===== src/rtl/alu_pkg.sv =====
// Shared opcode constants and pipeline register layouts for the ALU issue stage.
package alu_pkg;

   localparam int OP_W = 5;

   localparam logic [OP_W-1:0] OP_OR        = 5'd0;
   localparam logic [OP_W-1:0] OP_AND       = 5'd1;
   localparam logic [OP_W-1:0] OP_ADD       = 5'd2;
   localparam logic [OP_W-1:0] OP_MAX_LEGAL = 5'd2;

   // Destination tags are parameter-sized, so they live beside these structs.
   typedef struct packed {
      logic [OP_W-1:0] op;
      logic [31:0]     a;
      logic [31:0]     b;
   } y_reg_t;

   typedef struct packed {
      logic [31:0] z;
      logic        illegal;
   } z_reg_t;

endpackage


===== src/rtl/alu_issue_stage.sv =====
// Two-register issue stage around an external combinational ALU.
// Optional ALU_FLAGS_EN adds registered out_zero / out_neg result flags.
module alu_issue_stage
   import alu_pkg::*;
#(
   parameter int DEST_W = 4,
   parameter int CNT_W  = 16
) (
   input  logic              clk,
   input  logic              clr_n,
   input  logic              in_valid,
   output logic              in_ready,
   input  logic [OP_W-1:0]   in_op,
   input  logic [31:0]       in_a,
   input  logic [31:0]       in_b,
   input  logic [DEST_W-1:0] in_dest,
   output logic [0:31]       alu_a,
   output logic [0:31]       alu_b,
   output logic [OP_W-1:0]   alu_op,
   input  logic [0:31]       alu_c,
   output logic              out_valid,
   input  logic              out_ready,
   output logic [31:0]       out_z,
   output logic [DEST_W-1:0] out_dest,
   output logic              out_illegal,
   output logic [CNT_W-1:0]  op_count
`ifdef ALU_FLAGS_EN
   ,
   output logic              out_zero,
   output logic              out_neg
`endif
);

   y_reg_t              y_q;
   logic [DEST_W-1:0]   y_dest_q;
   logic                v1_q;

   z_reg_t              z_q;
   logic [DEST_W-1:0]   z_dest_q;
   logic                v2_q;

   logic [CNT_W-1:0]    cnt_q;

   logic advance;
   logic accept;
   logic handshake;

   assign advance   = v1_q & (~v2_q | out_ready);
   assign in_ready  = ~v1_q | advance;
   assign accept    = in_valid & in_ready;
   assign handshake = v2_q & out_ready;

   assign alu_a  = v1_q ? y_q.a  : '0;
   assign alu_b  = v1_q ? y_q.b  : '0;
   assign alu_op = v1_q ? y_q.op : '0;

   assign out_valid   = v2_q;
   assign out_z       = z_q.z;
   assign out_dest    = z_dest_q;
   assign out_illegal = z_q.illegal;
   assign op_count    = cnt_q;

   always_ff @(posedge clk) begin
      if (!clr_n) begin
         y_q      <= '0;
         y_dest_q <= '0;
         v1_q     <= 1'b0;
      end else if (accept) begin
         y_q.op   <= in_op;
         y_q.a    <= in_a;
         y_q.b    <= in_b;
         y_dest_q <= in_dest;
         v1_q     <= 1'b1;
      end else if (advance) begin
         v1_q     <= 1'b0;
      end
   end

   always_ff @(posedge clk) begin
      if (!clr_n) begin
         z_q      <= '0;
         z_dest_q <= '0;
         v2_q     <= 1'b0;
      end else if (advance) begin
         z_q.z       <= alu_c;
         z_q.illegal <= (y_q.op > OP_MAX_LEGAL);
         z_dest_q    <= y_dest_q;
         v2_q        <= 1'b1;
      end else if (handshake) begin
         v2_q        <= 1'b0;
      end
   end

   // Saturating: once all-ones the count stops rather than wrapping.
   always_ff @(posedge clk) begin
      if (!clr_n) begin
         cnt_q <= '0;
      end else if (handshake && !(&cnt_q)) begin
         cnt_q <= cnt_q + 1'b1;
      end
   end

`ifdef ALU_FLAGS_EN
   logic zero_q;
   logic neg_q;

   // alu_c is [0:31], so bit 0 is the sign bit.
   always_ff @(posedge clk) begin
      if (!clr_n) begin
         zero_q <= 1'b0;
         neg_q  <= 1'b0;
      end else if (advance) begin
         zero_q <= (alu_c == '0);
         neg_q  <= alu_c[0];
      end
   end

   assign out_zero = zero_q;
   assign out_neg  = neg_q;
`endif

endmodule


===== config.mk =====
export PLATFORM = sky130hd
export DESIGN_NAME = alu_issue_stage
export DESIGN_NICKNAME = d
export VERILOG_FILES = /design/src/rtl/alu_pkg.sv /design/src/rtl/alu_issue_stage.sv
export SDC_FILE = /design/constraint.sdc
export NUM_CORES = 1
export LEC_CHECK = 0
export ABC_CLOCK_PERIOD_IN_PS = 4000
export CAP_MARGIN = 10
export CORE_ASPECT_RATIO = 0.8
export CORE_MARGIN = 2
export CORE_UTILIZATION = 30
export CTS_BUF_LIST = sky130_fd_sc_hd__clkbuf_2
export DETAILED_ROUTE_END_ITERATION = 10
export GPL_ROUTABILITY_DRIVEN = 0
export PLACE_DENSITY = 0.68
export SETUP_SLACK_MARGIN = 0.02
export SYNTH_ARGS = -nofsm -noshare
export SYNTH_HDL_FRONTEND = slang
export SYNTH_SLANG_ARGS = --single-unit

===== constraint.sdc =====
create_clock -name clk -period 4 [get_ports clk]
set_input_delay 0.8 -clock clk [delete_from_list [all_inputs] [get_ports clk]]
set_output_delay 0.8 -clock clk [all_outputs]
set_load 0.1 [all_outputs]

==> results by group <==
Detailed routing
  – DR pass1 iterations: 5
  – ANT nets after route: 0
  – Total wire length: 15.2 mm
  – Via density: 4.57
  – Drt wl/cell: 13.7 um
  – DR DRC count: 0
  – Drt first-iter violations: 205
  – Via count: 5079

Power and ir drop
  – Pwr dens: 374 nW/um^2
  – Peak VDD IR: 0.281 mV
  – Static Leak: 3.03 nW
  – Switch Pwr: 986 uW
  – Part of the power in combinational logic: 20.3%
  – Flop pwr share: 47.4%
  – Int Pwr: 1.91 mW
  – Clock power share: 32.3%
  – Switching Share: 34.1%

Setup path
  – Setup crit start kind: flop
  – CP max stage delay: 1180 ps
  – FF-to-FF End: op_count[10]
  – Worst path slowest cell: clkdlybuf4s50_1
  – Worst reg2reg path depth: 5
  – Top delay family on crit path: buffers and inverters
  – WP buf/inv: 1
  – Worst setup path startpoint: op_count[2]
  – Worst EP arrival: 2380 ps
  – CP max FO: 7
  – Critical R2R Launch: op_count[0]
  – Worst setup path endpoint: op_count[2]
  – CP Depth: 1
  – Critical path type: flop to output pin
  – FF-to-FF setup slack: 1980 ps
  – Worst setup EP type: output pin
  – Critical Path RT: 3200 ps
  – Critical path, cell by cell: clkdlybuf4s50_1

Yosys
  – Synth top area share: 50.1%
  – Yosys reg bits: 128
  – Register area share after synthesis: 50.1%
  – Mapped cell area: 5110 um^2
  – Post-Syn Instances: 663
  – Syn nets: 773
  – Syn avg cell area: 7.71 um^2
  – Ys Warns: 0
  – Top cells by area, synth: dfxtp_1, nand2_1, a21oi_1
  – Synth area leader: dfxtp_1
  – Main synth FF type: dfxtp_1
  – Asr flop ratio synth: 0%
  – Count of cell types in the netlist: 32
  – EDFF count, synth: 0

Timing
  – RSZ-0062 raised after global routing: no
  – Clk_skew: 30.9 ps
  – Slew HR: 29.7%
  – Setup violators final: 0
  – Min Tclk post-route: 3180 ps
  – Hold Vio Cnt, Final: 0
  – Min Hold Slack: 457 ps
  – Fin crit share: 79.5%
  – Setup TNS after final layout: 0 ps
  – Slew @ Worst Pin: 1050 ps
  – Max-slew violation count: 0
  – Maximum clock frequency: 0.314 GHz

CTS
  – PostCTS Resize Cnt: 0
  – Clock Tree Root: clkbuf_2
  – # Post-CTS Setup Buffers: 0
  – Worst-skew pair later-pin latency: 680 ps
  – Number of clock sinks: 128
  – CTS tree: built
  – Cts hold-fix bufs: 0
  – Depth of the CTS H-tree: 4
  – Reg clk slew, reported paths: 240 ps
  – Total clock buffers created by CTS: 17
  – Clk buf depth: 2

Floorplan
  – Initial Utilization: 30.8%
  – Core Area: 16600 um^2
  – Die W: 150 um
  – Ports: 233
  – Die ar.: 18100 um^2
  – Die extent in y: 121 um
  – FP Rows: 42

Layout
  – Share of layout cells above drive strength 1: 13.2%
  – Cell Count, Final, Fillers Out: 1111
  – Fill count: 1706
  – Area growth, synth to finish: 51.4%
  – Nets: 988
  – ANT cells: 0

Place
  – Placed Cells: 1079
  – IO Port Bufs: 232
  – Post-DP HPWL: 10.6 mm

Hold path
  – Hold Crit Class: flop to flop
  – WHS Path Cells: 2

GRT
  – First-pass GRT wire length: 23.7 mm
  – Residual overflow from global routing: 0
  – Largest net degree at the start of global routing: 66
  – Vias in the first global route: 4720
  – Initial antenna violation count: 1
  – GRT Resource Usage Total: 16.5%

Run status
  – Outcome: finished clean

Job
  – MaxCap Viol Count: 0
[final cells by class]
| class | instances | area (um^2) | share of cell area [%] |
|---|---|---|---|
| clock buffer | 17 | 85.1 | 1.10 |
| clock inverter | 15 | 200 | 2.59 |
| inverter | 6 | 38.8 | 0.501 |
| multi-input combinational | 483 | 2340 | 30.2 |
| sequential | 128 | 2560 | 33.1 |
| tap | 220 | 275 | 3.56 |
| timing repair buffer | 242 | 2230 | 28.9 |
[worst min-delay path by stage]
stage	from	to
2_1_floorplan	y_q[0]	y_q[0]
3_3_place_gp	y_q[12]	y_q[12]
3_5_place_dp	y_q[13]	y_q[13]
4_1_cts	y_dest_q[0]	out_dest[0]
5_1_grt	y_dest_q[0]	out_dest[0]
6_report	y_dest_q[0]	out_dest[0]
[cells in the mapped netlist, types with 2 or more instances]
library cell / instances
or3_1: 7
nand2_1: 234
o31ai_1: 5
or4_1: 3
o21ai_0: 5
and2_1: 71
nand3_1: 2
nand4_1: 4
buf_2: 2
nand2b_1: 5
a211oi_1: 3
nor2_1: 3
mux2i_1: 5
dfxtp_1: 128
clkbuf_1: 44
a21oi_1: 120
nor4_1: 4
inv_1: 4
[registers in the layout, indices dropped and copies added (netlist names)]
signal       flops
y_q             69
out_z           32
op_count        16
out_dest         4
y_dest_q         4
out_illegal      1
out_valid        1
v1_q             1
[cell families (layout without fill, tap and decap cells)]
kind of cell               after synthesis  count (layout)  synth area share [%]
DFF                                    128             128                  50.1
muxes                                    5               5                 0.979
adders and majority gates                1               1                 0.245
AOI/OAI and AO/OA                      137             137                  14.1
buffers and inverters                   52             280                  4.14
and+or+nand+nor                        340             340                  30.4
[power groups by stage]
stage | logic (mW) | clock network [mW] | registers (mW)
final | 0.587 | 0.936 | 1.37
after global routing | 0.623 | 1.04 | 1.38
after CTS | 0.593 | 0.976 | 1.37
after detailed placement | 0.591 | 0 | 1.40
after global placement | 0.590 | 0 | 1.40
after floorplan | 0.253 | 0 | 1.52
[stage by stage]
| stage | setup WS, ps | cell area (um^2) | utilization (%) | total power [mW] |
|---|---|---|---|---|
| 2_1_floorplan | 861 | 5110 | - | 1.77 |
| 3_3_place_gp | 1210 | 7450 | 44.9 | 1.98 |
| 3_5_place_dp | 1170 | 7450 | 44.9 | 1.99 |
| 4_1_cts | 692 | 7740 | 46.6 | 2.94 |
| 5_1_grt | 598 | 7740 | 46.6 | 3.04 |
| 6_report | 818 | 7740 | 46.6 | 2.89 |
[layout by cell type, fill, tap and decap left out, drive strengths merged]
cell           Yosys  final
nand2            234    234
clkdlybuf4s50      0    162
dfxtp            128    128
a21oi            120    120
buf                2     80
and2              71     71
clkbuf            44     17
inv                4     13
or3                7      7
nand2b             5      5
o31ai              5      5
o21ai              5      5
mux2i              5      5
nand4              5      5
nor4               4      4
bufinv             1      4
or4                3      3
a211oi             3      3
nor2               3      3
nand3              2      2
clkinvlp           0      2
clkinv             1      2
nand3b             1      1
or4b               1      1
and4               1      1
or3b               1      1
nor3b              1      1
o311ai             1      1
o41ai              1      1
nor3               1      1
o211a              1      1
a2111oi            1      1
ha                 1      1
[per-layer routing]
layer	vias up	wire length [um]	global-route usage, %
li1	2597	-	-
met1	2307	6650	19.7
met2	164	6840	26.5
met3	9	1640	8.79
met4	2	87	2.83
met5	-	17	0
(Power assumes the default switching activity.)
